## config.mk

```make
export PLATFORM = sky130hd
export DESIGN_NAME = vid_out_pipe
export DESIGN_NICKNAME = d
export VERILOG_FILES = /design/src/rtl/vid_pkg.sv /design/src/rtl/vid_ce_div.sv /design/src/rtl/vid_out_pipe.sv
export SDC_FILE = /design/constraint.sdc
export NUM_CORES = 1
export LEC_CHECK = 0
export ABC_AREA = 1
export CAP_MARGIN = 20
export CORE_ASPECT_RATIO = 0.8
export CORE_MARGIN = 2
export CORE_UTILIZATION = 50
export CTS_CLUSTER_DIAMETER = 30
export DETAILED_ROUTE_END_ITERATION = 16
export HOLD_SLACK_MARGIN = 0.02
export PLACE_DENSITY = 0.79
export SYNTH_ARGS = -nofsm -noshare
export SYNTH_HDL_FRONTEND = slang
export SYNTH_SLANG_ARGS = --single-unit
```

## constraint.sdc

```tcl
create_clock -name clk_vid -period 2.75 [get_ports clk_vid]
set_input_delay 0.4125 -clock clk_vid [delete_from_list [all_inputs] [get_ports clk_vid]]
set_output_delay 0.4125 -clock clk_vid [all_outputs]
set_load 0.05 [all_outputs]
```

## src/rtl/vid_pkg.sv

```systemverilog
// Shared constants for the video output pipeline: line counter width and
// legal ranges of the pipeline parameters.
package vid_pkg;
   localparam int LINE_CNT_W     = 10;
   localparam int CE_DIV_MIN     = 2;
   localparam int CE_DIV_MAX     = 16;
   localparam int COLOR_W_MIN    = 4;
   localparam int COLOR_W_MAX    = 10;
   localparam int PIPE_DEPTH_MIN = 1;
   localparam int PIPE_DEPTH_MAX = 8;
   localparam logic [LINE_CNT_W-1:0] LINE_CNT_MAX = '1;
endpackage

```

## src/rtl/vid_ce_div.sv

```systemverilog
// Pixel clock-enable divider: counts 0..CE_DIV-1 and emits a registered
// single-cycle enable when the count reaches its last value.
module vid_ce_div
   import vid_pkg::*;
#(
   parameter int CE_DIV = 2
)(
   input  logic clk_vid,
   input  logic reset,
   output logic o_ce
);
   localparam int CNT_W = $clog2(CE_DIV);
   localparam logic [CNT_W-1:0] CNT_LAST = CNT_W'(CE_DIV - 1);

   logic [CNT_W-1:0] r_cnt;
   logic             r_ce;

   if (CE_DIV < CE_DIV_MIN || CE_DIV > CE_DIV_MAX) begin : g_bad_ce_div
      $error("vid_ce_div: CE_DIV out of range");
   end

   always_ff @(posedge clk_vid) begin
      if (reset) begin
         r_cnt <= '0;
         r_ce  <= 1'b0;
      end else begin
         r_ce  <= (r_cnt == CNT_LAST);
         r_cnt <= (r_cnt == CNT_LAST) ? '0 : r_cnt + 1'b1;
      end
   end

   assign o_ce = r_ce;
endmodule

```

## src/rtl/vid_out_pipe.sv

```systemverilog
// Video output pipeline: clock-enabled delay line for colour/sync/de with
// blanking, an active-line counter, and optional scanline dimming
// compiled in with VID_OUT_SCANLINE_EN.
module vid_out_pipe
   import vid_pkg::*;
#(
   parameter int CE_DIV     = 2,
   parameter int COLOR_W    = 8,
   parameter int PIPE_DEPTH = 2
)(
   input  logic                  clk_vid,
   input  logic                  reset,
   input  logic [COLOR_W-1:0]    r_in,
   input  logic [COLOR_W-1:0]    g_in,
   input  logic [COLOR_W-1:0]    b_in,
   input  logic                  hblank_in,
   input  logic                  vblank_in,
   input  logic                  hs_in,
   input  logic                  vs_in,
   input  logic                  scanline_en,
   output logic                  ce_pix,
   output logic [COLOR_W-1:0]    r,
   output logic [COLOR_W-1:0]    g,
   output logic [COLOR_W-1:0]    b,
   output logic                  hs,
   output logic                  vs,
   output logic                  de,
   output logic [LINE_CNT_W-1:0] line_cnt
);
   localparam int LAST = PIPE_DEPTH - 1;
   localparam int NCH  = 3;

   logic                  w_ce;
   logic [COLOR_W-1:0]    w_in  [NCH];
   logic [COLOR_W-1:0]    w_out [NCH];
   logic [COLOR_W-1:0]    r_col [PIPE_DEPTH][NCH];
   logic [PIPE_DEPTH-1:0] r_hs, r_vs, r_de;
   logic                  r_hb_prev, r_vb_prev, r_hist_vld;
   logic                  w_hb_rise, w_vb_rise;
   logic [LINE_CNT_W-1:0] r_line_cnt, w_line_next;

   if (COLOR_W < COLOR_W_MIN || COLOR_W > COLOR_W_MAX) begin : g_bad_color_w
      $error("vid_out_pipe: COLOR_W out of range");
   end
   if (PIPE_DEPTH < PIPE_DEPTH_MIN || PIPE_DEPTH > PIPE_DEPTH_MAX) begin : g_bad_depth
      $error("vid_out_pipe: PIPE_DEPTH out of range");
   end

   vid_ce_div #(.CE_DIV(CE_DIV)) u_ce_div (
      .clk_vid (clk_vid),
      .reset   (reset),
      .o_ce    (w_ce)
   );

   assign w_in[0] = r_in;
   assign w_in[1] = g_in;
   assign w_in[2] = b_in;

   always_ff @(posedge clk_vid) begin
      if (reset) begin
         for (int i = 0; i < PIPE_DEPTH; i++)
            for (int c = 0; c < NCH; c++)
               r_col[i][c] <= '0;
         r_hs <= '0;
         r_vs <= '0;
         r_de <= '0;
      end else if (w_ce) begin
         for (int i = PIPE_DEPTH - 1; i > 0; i--) begin
            for (int c = 0; c < NCH; c++)
               r_col[i][c] <= r_col[i-1][c];
            r_hs[i] <= r_hs[i-1];
            r_vs[i] <= r_vs[i-1];
            r_de[i] <= r_de[i-1];
         end
         for (int c = 0; c < NCH; c++)
            r_col[0][c] <= w_in[c];
         r_hs[0] <= hs_in;
         r_vs[0] <= vs_in;
         r_de[0] <= ~(hblank_in | vblank_in);
      end
   end

   // History is only trusted after the first sample, so it never fakes an edge.
   always_comb begin
      w_hb_rise   = r_hist_vld & hblank_in & ~r_hb_prev;
      w_vb_rise   = r_hist_vld & vblank_in & ~r_vb_prev;
      w_line_next = r_line_cnt;
      if (w_vb_rise)
         w_line_next = '0;
      else if (w_hb_rise && !vblank_in && r_line_cnt != LINE_CNT_MAX)
         w_line_next = r_line_cnt + 1'b1;
   end

   always_ff @(posedge clk_vid) begin
      if (reset) begin
         r_line_cnt <= '0;
         r_hb_prev  <= 1'b0;
         r_vb_prev  <= 1'b0;
         r_hist_vld <= 1'b0;
      end else if (w_ce) begin
         r_line_cnt <= w_line_next;
         r_hb_prev  <= hblank_in;
         r_vb_prev  <= vblank_in;
         r_hist_vld <= 1'b1;
      end
   end

`ifdef VID_OUT_SCANLINE_EN
   // Line parity travels with each pixel so dimming matches the emitted line.
   logic [PIPE_DEPTH-1:0] r_lsb;
   logic                  w_dim;

   always_ff @(posedge clk_vid) begin
      if (reset) begin
         r_lsb <= '0;
      end else if (w_ce) begin
         for (int i = PIPE_DEPTH - 1; i > 0; i--)
            r_lsb[i] <= r_lsb[i-1];
         r_lsb[0] <= w_line_next[0];
      end
   end

   assign w_dim = scanline_en & r_lsb[LAST];
`else
   logic w_unused_scanline;
   assign w_unused_scanline = scanline_en;
`endif

   for (genvar gi = 0; gi < NCH; gi++) begin : g_chan
      logic [COLOR_W-1:0] w_blanked;
      assign w_blanked = r_de[LAST] ? r_col[LAST][gi] : '0;
`ifdef VID_OUT_SCANLINE_EN
      assign w_out[gi] = w_dim ? (w_blanked >> 1) : w_blanked;
`else
      assign w_out[gi] = w_blanked;
`endif
   end

   assign ce_pix   = w_ce;
   assign r        = w_out[0];
   assign g        = w_out[1];
   assign b        = w_out[2];
   assign hs       = r_hs[LAST];
   assign vs       = r_vs[LAST];
   assign de       = r_de[LAST];
   assign line_cnt = r_line_cnt;
endmodule
```

==> impl_metrics.csv <==
group,metric,value,unit
power_and_ir_drop,power_density,565,nW/um^2
run,maxCapViolCount,0,
route,ant_nets,0,
floorplanning,start_util,0.519,
layout,n_fill_cell,453,
cts,ctsHoldBuffers,0,
min_path,hold_class,"reg -> reg",
synthesis,synth-seq-cells,69,
sta,finalSetupViolations,0,
floorplanning,fp-row-count,25,
cts,clock-root-buffer,"clkbuf_8",
synthesis,ys_seq_area_frac,0.606,
sta,min_period,2240,ps
route,drt_pass1_iterations,5,
layout,final_core_util,0.691,
global_routing,grt_pass1_wl,9380,um
placement,placed_area,3850,sq um
worst_setup_path,cp_cell_sequence,"buf_4, nand2_1, inv_1, clkdlybuf4s50_1",
layout,fin_area,4090,sq um
sta,finalHoldViolations,0,
sta,setup_slack,509,ps
power_and_ir_drop,power,2.31,mW
worst_setup_path,end_kind,"primary output",
route,drc,0,
synthesis,synth_nets,391,
sta,setup_tns,0,ps
cts,clock_sinks,69,
floorplanning,die-height,74.1,um
cts,numCtsBuffers,9,
worst_setup_path,crit_path_start_kind,"flip-flop",
cts,clockBufferDepth,2,
worst_setup_path,arrival,1830,ps
placement,dp.cells,503,
route,wl_per_cell,11.7,um
power_and_ir_drop,vdd_ir_drop_max,0.389,mV
synthesis,ys_warn_count,0,
synthesis,synth_cell_types,20,
global_routing,grt_max_degree,28,
route,via_count,2370,
global_routing,antenna_found_initial,0,
layout,layout-drive-gt1-share,0.0731,
cts,cts_htree_levels,3,
floorplanning,die-area,6790,sq um
global_routing,grt_pass1_vias,2156,
placement,hpwl,4190,um
sta,final.setup_skew,8.73,ps
cts,cts_resized,0,
sta,slew_headroom,0.652,
cts,insertion_delay,340,ps
sta,whs,409,ps
layout,diodes,0,
placement,port_buffers,67,
run_status,outcome,"finished clean",
sta,max_freq,0.446,GHz
floorplanning,die_w,91.6,um
cts,cts_setup_buffers,0,
floorplanning,pin_count,69,
route,drt_iter0_drc,127,
worst_setup_path,max_stage_delay,800,ps
layout,instances_no_fill,519,
cts,path_clk_slew,70,ps
worst_setup_path,reg2reg_slack,1000,ps
worst_setup_path,slowest_stage,"clkdlybuf4s50_1",
sta,maxSlewViolCount,0,
global_routing,grt_usage,0.180,
sta,tightest_slew,521,ps
worst_setup_path,path_max_fanout,15,
synthesis,syn_area,3070,sq um
floorplanning,design.core.area,5910,sq um
route,viasPerCell,4.57,
placement,dpl_worst_slack,590,ps
cts,cts_tree,"done",
worst_setup_path,path_class,"reg -> out",
global_routing,grt_overflow,0,
layout,nNetsFinal,465,
power_and_ir_drop,leakagePower,1.90,nW
synthesis,syn_inst,359,
sta,rsz0062_at_grt,"false",
worst_setup_path,required,2340,ps
sta,post-route-period-util,0.815,
synthesis,syn_avg_cell_area,8.55,sq um
route,routed_wl,6060,um
layout,area_delta_synth_final,33.1,%
placement,place.gp.congestion,0.922,
cells by family (layout without fill, tap and decap cells):
logic type / Yosys count / in the layout / synth area share
DFF: 69 / 69 / 0.606
and+or+nand+nor: 165 / 165 / 0.221
buffers and inverters: 109 / 188 / 0.143
adders and majority gates: 1 / 1 / 0.00407
AOI/OAI and AO/OA: 15 / 15 / 0.0257
power by group:
part	internal, mW	switching (mW)	leakage (nW)
Combinational	0.0681	0.0887	1.11
Clock	0.597	0.379	0.115
Sequential	1.16	0.0157	0.677
synth_stat cells (all sizes together):
cell | instances | area [sq um]
o32ai | 1 | 8.76
buf | 9 | 62.6
nor3 | 5 | 36.3
nor2 | 71 | 269
a21oi | 6 | 30.0
ha | 1 | 12.5
o21ai | 8 | 40.0
nand3 | 23 | 115
edfxtp | 48 | 1440
nand2 | 66 | 258
dfxtp | 21 | 420
clkbuf | 4 | 16.3
inv | 96 | 360
worst paths after layout:
path / startpoint / endpoint / depth (start not counted)
min: u_ce_div.r_cnt / u_ce_div.r_cnt / 1
max reg2reg: line_cnt[0] / line_cnt[6] / 10
max: r_de[1] / r[7] / 4
min reg2reg: u_ce_div.r_cnt / u_ce_div.r_cnt / 1
final cells by class:
type | instances | area, sq um | share of cell area
Sequential cell | 69 | 1860 | 0.456
Clock inverter | 7 | 114 | 0.0279
Multi-Input combinational cell | 181 | 774 | 0.190
Timing Repair Buffer | 76 | 751 | 0.184
Clock buffer | 9 | 124 | 0.0303
Inverter | 96 | 360 | 0.0882
Tap cell | 81 | 101 | 0.0248
placed cells by master (no fill, tap or decap):
| master | count |
|---|---|
| nand2_2 | 6 |
| nor2_1 | 70 |
| o32ai_1 | 1 |
| clkdlybuf4s50_1 | 67 |
| dfxtp_1 | 21 |
| nand3_1 | 23 |
| clkinvlp_4 | 1 |
| nor3_4 | 1 |
| buf_4 | 8 |
| clkinv_1 | 2 |
| inv_2 | 1 |
| ha_1 | 1 |
| clkbuf_8 | 9 |
| bufinv_16 | 3 |
| clkinv_4 | 1 |
| inv_1 | 95 |
| nor2_2 | 1 |
| edfxtp_1 | 48 |
| nor3_1 | 4 |
| a21oi_1 | 6 |
| o21ai_0 | 8 |
| nand2_1 | 60 |
| buf_12 | 1 |
sequential cells by signal (all words and copies together) (netlist names):
signal / flops
r_hb_prev: 1
u_ce_div.r_cnt: 1
line_cnt: 10
r_vb_prev: 1
r_hs: 2
u_ce_div.o_ce: 1
r_de: 2
r_hist_vld: 1
r_col: 48
r_vs: 2
per-layer routing:
metal,vias to the layer above,global-route usage,share of wire
li1,1224,-,-
met3,8,0.0567,0.054
met1,1066,0.219,0.43
met2,72,0.307,0.51
met4,0,0.0707,0.012
met5,-,0,0
critical path, delay by kind of cell, from the launching register on:
family / cells / cell delay [ps]
simple gates: 1 / 70
flops: 1 / 340
buf+inv: 3 / 1070
Note: power is estimated with default switching activity, not from simulation.
